[config.mk]
export PLATFORM = sky130hd
export DESIGN_NAME = sec32_encoder
export DESIGN_NICKNAME = d
export VERILOG_FILES = /design/src/rtl/sec32_pkg.sv /design/src/rtl/sec32_check_gen.sv /design/src/rtl/sec32_encoder.sv
export SDC_FILE = /design/constraint.sdc
export NUM_CORES = 1
export LEC_CHECK = 0
export ABC_CLOCK_PERIOD_IN_PS = 3500
export CAP_MARGIN = 20
export CORE_MARGIN = 1.5
export CORE_UTILIZATION = 60
export CTS_CLUSTER_SIZE = 10
export DETAILED_ROUTE_END_ITERATION = 8
export DONT_BUFFER_PORTS = 1
export GPL_ROUTABILITY_DRIVEN = 1
export HOLD_SLACK_MARGIN = 0.02
export PLACE_DENSITY = 0.79
export SYNTH_ARGS = -nofsm -noshare
export SYNTH_HDL_FRONTEND = slang
export SYNTH_SLANG_ARGS = --single-unit
[constraint.sdc]
create_clock -name clk -period 3.5 [get_ports clk]
set_input_delay 0.875 -clock clk [delete_from_list [all_inputs] [get_ports clk]]
set_output_delay 0.875 -clock clk [all_outputs]
set_load 0.01 [all_outputs]
[src/rtl/sec32_pkg.sv]
// sec32_pkg: widths, check-group masks and parity-pair tables shared by the SEC32 encoder and decoder bench
package sec32_pkg;
    localparam int DATA_W = 32;
    localparam int CHK_W  = 8;
    localparam int CW_W   = DATA_W + CHK_W;
    localparam int NIB_N  = DATA_W / 4;

    localparam logic [CHK_W-1:0][DATA_W-1:0] CHK_MASK = {
        32'h8888F0F0, 32'h44440F0F, 32'h2222FF00, 32'h111100FF,
        32'hF0F08888, 32'h0F0F4444, 32'hFF002222, 32'h00FF1111
    };

    localparam logic [CHK_W-1:0][2:0] PAR_A = {3'd1, 3'd0, 3'd2, 3'd0, 3'd5, 3'd4, 3'd6, 3'd4};
    localparam logic [CHK_W-1:0][2:0] PAR_B = {3'd3, 3'd2, 3'd3, 3'd1, 3'd7, 3'd6, 3'd7, 3'd5};

    function automatic logic [CHK_W-1:0] check_of(input logic [DATA_W-1:0] d);
        check_of = '0;
        for (int i = 0; i < CHK_W; i++) check_of[i] = ^(d & CHK_MASK[i]);
    endfunction
endpackage

[src/rtl/sec32_check_gen.sv]
// sec32_check_gen: nibble parities of one word and check bits from a word plus its registered parities
module sec32_check_gen
    import sec32_pkg::*;
(
    input  logic [DATA_W-1:0] nib_data,
    output logic [NIB_N-1:0]  nib_par,
    input  logic [DATA_W-1:0] chk_data,
    input  logic [NIB_N-1:0]  chk_par,
    output logic [CHK_W-1:0]  check
);
    always_comb begin
        nib_par = '0;
        check   = '0;
        for (int k = 0; k < NIB_N; k++) nib_par[k] = ^nib_data[4*k +: 4];
        // low checks take one bit of each low nibble, high checks one bit of each high nibble
        for (int j = 0; j < CHK_W; j++) begin
            check[j] = chk_par[PAR_A[j]] ^ chk_par[PAR_B[j]];
            for (int m = 0; m < 4; m++) check[j] = check[j] ^ chk_data[(j < 4 ? 0 : 16) + 4*m + (j % 4)];
        end
    end
endmodule

[src/rtl/sec32_encoder.sv]
// sec32_encoder: two-stage elastic SEC encoder with one-shot error injection and saturating word counter
module sec32_encoder
    import sec32_pkg::*;
#(
    parameter int CNT_W = 16
) (
    input  logic              clk,
    input  logic              rst,
    input  logic              in_valid,
    input  logic [DATA_W-1:0] in_data,
    output logic              in_ready,
    input  logic              inj_load,
    input  logic [CW_W-1:0]   inj_mask,
    output logic              out_valid,
    output logic [DATA_W-1:0] out_data,
    output logic [CHK_W-1:0]  out_check,
    input  logic              out_ready,
    output logic [CNT_W-1:0]  word_cnt
);
    logic              s1_valid_q, s1_valid_d, s2_valid_q, s2_valid_d;
    logic [DATA_W-1:0] s1_data_q, s1_data_d, s2_data_q, s2_data_d;
    logic [NIB_N-1:0]  s1_par_q, s1_par_d, nib_par;
    logic [CW_W-1:0]   s1_mask_q, s1_mask_d, pend_q, pend_d;
    logic [CHK_W-1:0]  s2_check_q, s2_check_d, check;
    logic [CNT_W-1:0]  cnt_q, cnt_d;
    logic              s2_free, accept, s2_load, out_fire;

    sec32_check_gen u_gen (
        .nib_data(in_data),
        .nib_par (nib_par),
        .chk_data(s1_data_q),
        .chk_par (s1_par_q),
        .check   (check)
    );

    always_comb begin
        s2_free    = !s2_valid_q || out_ready;
        in_ready   = !rst && (!s1_valid_q || s2_free);
        accept     = in_valid && in_ready;
        s2_load    = s1_valid_q && s2_free;
        out_fire   = s2_valid_q && out_ready;
        s1_valid_d = accept || (s1_valid_q && !s2_free);
        s1_data_d  = accept ? in_data : s1_data_q;
        s1_par_d   = accept ? nib_par : s1_par_q;
        // the mask rides with its word so check bits are computed on clean data
        s1_mask_d  = accept ? (inj_load ? inj_mask : pend_q) : s1_mask_q;
        pend_d     = accept ? '0 : (inj_load ? inj_mask : pend_q);
        s2_valid_d = s2_free ? s1_valid_q : 1'b1;
        s2_data_d  = s2_load ? s1_data_q ^ s1_mask_q[DATA_W-1:0] : s2_data_q;
        s2_check_d = s2_load ? check ^ s1_mask_q[CW_W-1:DATA_W] : s2_check_q;
        cnt_d      = (out_fire && cnt_q != '1) ? cnt_q + 1'b1 : cnt_q;
    end

    always_ff @(posedge clk) begin
        if (rst) begin
            s1_valid_q <= 1'b0;
            s1_data_q  <= '0;
            s1_par_q   <= '0;
            s1_mask_q  <= '0;
            pend_q     <= '0;
            s2_valid_q <= 1'b0;
            s2_data_q  <= '0;
            s2_check_q <= '0;
            cnt_q      <= '0;
        end else begin
            s1_valid_q <= s1_valid_d;
            s1_data_q  <= s1_data_d;
            s1_par_q   <= s1_par_d;
            s1_mask_q  <= s1_mask_d;
            pend_q     <= pend_d;
            s2_valid_q <= s2_valid_d;
            s2_data_q  <= s2_data_d;
            s2_check_q <= s2_check_d;
            cnt_q      <= cnt_d;
        end
    end

    assign out_valid = s2_valid_q;
    assign out_data  = s2_data_q;
    assign out_check = s2_check_q;
    assign word_cnt  = cnt_q;
endmodule

==> out/qor.yml, run 1 <==
status: "finished with violations"
failed_checks: "design-rule violations"
drv_cap: 0
vias: 5282
setup-tns-final_ps: 0
maxSlewHeadroom: 0.435
synth_flop_cell: "dfxtp_1"
fp-row-count: 39
drt_pass1_iterations: 6
synth_top_area_frac: 0.500
clockRootBuffer: "clkbuf_16"
totalWireLength_um: 15500
grt.total_usage: 0.254
rsz0062_at_grt: "no"
holdBufCountCts: 0
synth_most_common_cell: "dfxtp_1"
internal-power_uw: 3400
p_sw_frac: 0.242
areaGrowthSynthToFinish_pct: 8.13
wl_per_cell_um: 17.1
die_x_um: 112
yosys-top-cells-count: "dfxtp_1, xnor2_1, nand2_1, nand3_1, nor2_1"
start_kind: "flip-flop"
avgSynthCellArea_um2: 9.13
grt_pass1_wl_um: 25200
crit_arrival_ps: 1460
grt_start_max_net_pins: 79
yosysWarnings: 0
route.detailed.drc: 18
drive_above_1_share: 0.0483
grt_pass1_vias: 5073
place_ws_ps: 891
fin_skew_ps: 5.30
p_clk_frac: 0.384
async_reset_ff_frac: 0
hold_viol: 0
hpwl_um: 10900
cts_resized: 0
syn_nets: 859
fillers: 952
tightest_slew_ps: 847
nNetsFinal: 833
cts_tree: "built"
clk_path_buf_depth: 2
fin_total_pwr_uw: 4490
initial_core_util: 0.619
ios: 135
core_mm2: 0.0115
hp-class: "flip-flop to flip-flop"
cts.htree.levels: 4
critPathKind: "flip-flop to primary output"
synthCells: 781
drtIter0Drc: 399
ant_nets: 0
synth-seq-area-share: 0.500
synth_enable_flop_cells: 0
ys_ff_latch: 178
setup_viol: 0
instances_no_fill: 909
fmax_mhz: 429
cellPowerDensity_mw_per_mm2: 582
cp.required_ps: 2620
port_buffers: 0
numCtsBuffers: 17
ir_drop_mv: 0.433
p_comb_frac: 0.106
clk_latency_ps: 420
gp_congestion: 0.837
leakage_uw: 0.00288
seq_power_share: 0.510
place_inst: 879
fin_ws_ps: 1170
n_antenna_cell: 0
die-area_mm2: 0.0125
end_kind: "primary output"
grt_overflow: 0
clkSlewWorstSetupHoldPaths_ps: 60
antenna_found_initial: 0
cts_setup_buffers: 0
period_minus_slack_ps: 2330
design_area_mm2: 0.00771
power_switching_uw: 1090
synth.distinct_cells: 35
yosysTopAreaCell: "dfxtp_1"
viasPerCell: 5.81
min_period_over_period: 0.667
syn_area_mm2: 0.00713
synthTopCellsByArea: "dfxtp_1, xnor2_1, nand3_1"
cts.sinks: 178
crit_path_max_fanout: 6
die_h_um: 112
place_area_mm2: 0.00718
finalMaxSlewViolations: 0
-- sequential cells by signal (all words and copies together), names as in the netlist --
| name | flops |
|---|---|
| s1_data_q | 32 |
| pend_q | 40 |
| s1_valid_q | 1 |
| out_check | 8 |
| out_valid | 1 |
| s1_par_q | 8 |
| word_cnt | 16 |
| out_data | 32 |
| s1_mask_q | 40 |
-- power by group through the flow --
stage	logic (uW)	registers, uW	clock network, uW
floorplan	416	2300	0
global placement	463	2330	0
detailed placement	477	2330	0
CTS	480	2290	1760
global route	529	2310	1840
finish	476	2290	1720
-- layout make-up --
type / instances / area (um2) / area share
flip-flops and latches: 178 / 3560 / 0.462
clock buffers: 25 / 475 / 0.0617
clock inverters: 5 / 55.1 / 0.00714
repair buffers: 7 / 52.6 / 0.00682
inverters: 5 / 18.8 / 0.00243
well taps: 143 / 179 / 0.0232
multi-input cells: 546 / 3360 / 0.436
-- worst paths after layout --
path         cells past startpoint          start            end  slack [ps]
max                              2      out_valid       in_ready        1170
min reg2reg                      2  s1_mask_q[23]  s1_mask_q[23]         490
max reg2reg                      5      out_valid     pend_q[35]        1450
min                              2  s1_mask_q[23]  s1_mask_q[23]         490
-- critical path, stage by stage (launching register included) --
cell and delay [ps]:
dfxtp_1 480, nor2b_1 360, a21oi_1 210
-- metal layers --
metal	vias to the layer above	GRT usage	wire length, um	share of wire
li1	2627	-	-	-
met1	2469	0.311	6530	0.42
met4	0	0.103	278	0.018
met3	16	0.0958	1400	0.090
met2	170	0.405	7310	0.47
met5	-	0	0	0
-- cell usage in the layout, fill, tap and decap left out, types with 6 or more instances in the layout --
cell type	synthesis	layout
nor2_1	78	78
xnor2_1	96	96
o21ai_0	54	54
buf_4	0	7
mux2i_1	41	41
or4_1	6	6
clkbuf_1	37	6
dfxtp_1	178	178
a211oi_1	32	32
nand3_1	84	83
nand2_1	84	84
xor2_1	8	8
o22ai_1	8	8
clkbuf_16	0	17
a21oi_1	14	14
-- kinds of logic after synthesis --
group / synth area share
multiplexers: 0.0607
AND/OR/NAND/NOR: 0.180
adder cells (fa/ha/maj): 0.00175
flip-flops: 0.500
XOR/XNOR: 0.128
AO/OA/AOI/OAI: 0.0988
buffers and inverters: 0.0311
-- stage by stage --
step | utilization | hold WS (ps)
finish | 0.669 | 488
global route | 0.669 | 508
CTS | 0.669 | 494
detailed placement | 0.623 | 485
global placement | 0.623 | 475
floorplan | - | 450
(Power assumes the default switching activity.)
==> run 2, diff against run 1 <==
ABC_CLOCK_PERIOD_IN_PS = 2100   (was 3500)
CORE_UTILIZATION = 57   (was 60)
PLACE_DENSITY = 0.78   (was 0.79)
clock period = 2.1 ns   (was 3.5 ns; I/O delays follow)
==> out/qor.yml, run 2 (synthesis gave the netlist of run 1 again) <==
die_x_um: 115  # +2.5%
drt_pass1_iterations: 5  # -1
place_area_mm2: 0.00725  # +1.0%
clk_path_buf_depth: 2  # unchanged
fp-row-count: 40  # +2.6%
grt.total_usage: 0.248  # -0.00559
reg2reg_from: "word_cnt[0]"
holdBufCountCts: 0  # unchanged
status: "completed"
end_kind: "primary output"
cts.sinks: 178  # unchanged
areaGrowthSynthToFinish_pct: 9.76
ant_nets: 0  # unchanged
rsz0062_at_grt: "no"
grt_pass1_vias: 5178  # +2.1%
setup-tns-final_ps: 0  # unchanged
port_buffers: 0  # unchanged
drive_above_1_share: 0.0596  # +0.0113
gp_congestion: 0.802  # -4.2%
cp.required_ps: 1570  # -1050 ps
drv_cap: 0  # unchanged
crit_path_top_delay_cell: "dfxtp_1"
fin_util: 0.646  # -0.0233
clk_latency_ps: 430  # about the same
crit_path_max_fanout: 6  # unchanged
n_antenna_cell: 0  # unchanged
place_ws_ps: 247  # -644 ps
clkSlewWorstSetupHoldPaths_ps: 60  # about the same
maxSlewHeadroom: 0.603  # +0.168
r2r_cells: 5  # unchanged
power_switching_uw: 1870  # +72%
hold-path-endpoint: "out_data[1]"
fin_skew_ps: 11.7  # +6.39 ps
fmax_mhz: 507
layout_commonest_cell: "dfxtp_1"
finalMaxSlewViolations: 0  # unchanged
top_regs: "pend_q (40), s1_mask_q (40)"
seq_power_share: 0.497  # -0.013
p_clk_frac: 0.397  # +0.013
setup_viol: 0  # unchanged
cts_resized: 0  # unchanged
wl_per_cell_um: 16.8  # -1.5%
nNetsFinal: 837  # +0.48%
period_minus_slack_ps: 1970
die-area_mm2: 0.0132  # +5.1%
grt_overflow: 0  # unchanged
grt_start_max_net_pins: 63  # -20%
viasPerCell: 5.61  # -3.5%
min_from: "rst"
reg2reg_to: "word_cnt[14]"
critPathKind: "flip-flop to primary output"
cts_tree: "built"
hold_depth: 1  # -1
hpwl_um: 11100  # +1.9%
internal-power_uw: 5800  # +71%
totalWireLength_um: 15800  # +1.9%
path_cells: "nor2b_1 > a21oi_1"
ir_drop_mv: 0.556  # +28%
crit_arrival_ps: 1450  # about the same
r2r_slack_ps: 190  # -1260 ps
initial_core_util: 0.589  # -0.0304
vias: 5271  # -0.21%
design_area_mm2: 0.00783  # +1.5%
place_inst: 908  # +3.3%
die_h_um: 115  # +2.5%
fin_ws_ps: 128  # -1040 ps
route.detailed.drc: 0  # -18
min_period_over_period: 0.939
grt_pass1_wl_um: 25200  # about the same
start_kind: "flip-flop"
cellPowerDensity_mw_per_mm2: 981  # +68%
antenna_found_initial: 0  # unchanged
numCtsBuffers: 17  # unchanged
slowest_delay_ps: 470  # about the same
startpoint: "out_valid"
hp-class: "input pin to flip-flop"
hold_viol: 0  # unchanged
cts.htree.levels: 4  # unchanged
instances_no_fill: 940  # +3.4%
drtIter0Drc: 370  # -7.3%
p_comb_frac: 0.106  # about the same
ios: 135  # unchanged
tightest_slew_ps: 590  # -257 ps
clockRootBuffer: "clkbuf_16"
cts_setup_buffers: 0  # unchanged
leakage_uw: 0.00294  # +1.8%
mostFrequentLayoutCells: "dfxtp_1, xnor2_1, nand2_1"
core_mm2: 0.0121  # +5.2%
p_sw_frac: 0.244  # +0.00181
-- run 2: worst max path at each step --
stage / to / cells after the start
after floorplan: in_ready / 4
after global placement: word_cnt[8] / 5
after detailed placement: word_cnt[8] / 5
after CTS: in_ready / 2
after global routing: word_cnt[14] / 5
final: in_ready / 2
-- run 2: final cells by class --
| cell class | instances | area (um2) |
|---|---|---|
| Inverter | 5 | 18.8 |
| Timing Repair Buffer | 11 | 95.1 |
| Tap cell | 168 | 210 |
| Sequential cell | 178 | 3560 |
| Clock buffer | 22 | 464 |
| Fill cell | 1046 | 4290 |
| Clock inverter | 10 | 109 |
| Multi-Input combinational cell | 546 | 3360 |
-- run 2: layer usage --
layer	track usage	share of wire	vias to the layer above
met5	0	0	-
met4	0.116	0.025	0
met3	0.0833	0.078	34
met2	0.418	0.49	162
met1	0.287	0.41	2447
li1	-	-	2628
-- run 2: stage by stage --
step | hold WS [ps] | total power (uW)
floorplan | 450 | 4530
global placement | 469 | 4670
detailed placement | 484 | 4710
CTS | 153 | 7740
global route | 145 | 8000
finish | 172 | 7670
-- run 2: critical path: cells and delay by family, from the launching register on --
family | cells | cell delay (ps)
AOI/OAI and AO/OA | 1 | 210
and+or+nand+nor | 1 | 360
DFF | 1 | 470
-- run 2: power groups by stage --
| stage | combinational (uW) | sequential [uW] | clock (uW) |
|---|---|---|---|
| 6_report | 812 | 3810 | 3050 |
| 5_1_grt | 904 | 3840 | 3260 |
| 4_1_cts | 823 | 3810 | 3100 |
| 3_5_place_dp | 818 | 3890 | 0 |
| 3_3_place_gp | 788 | 3880 | 0 |
| 2_1_floorplan | 693 | 3830 | 0 |
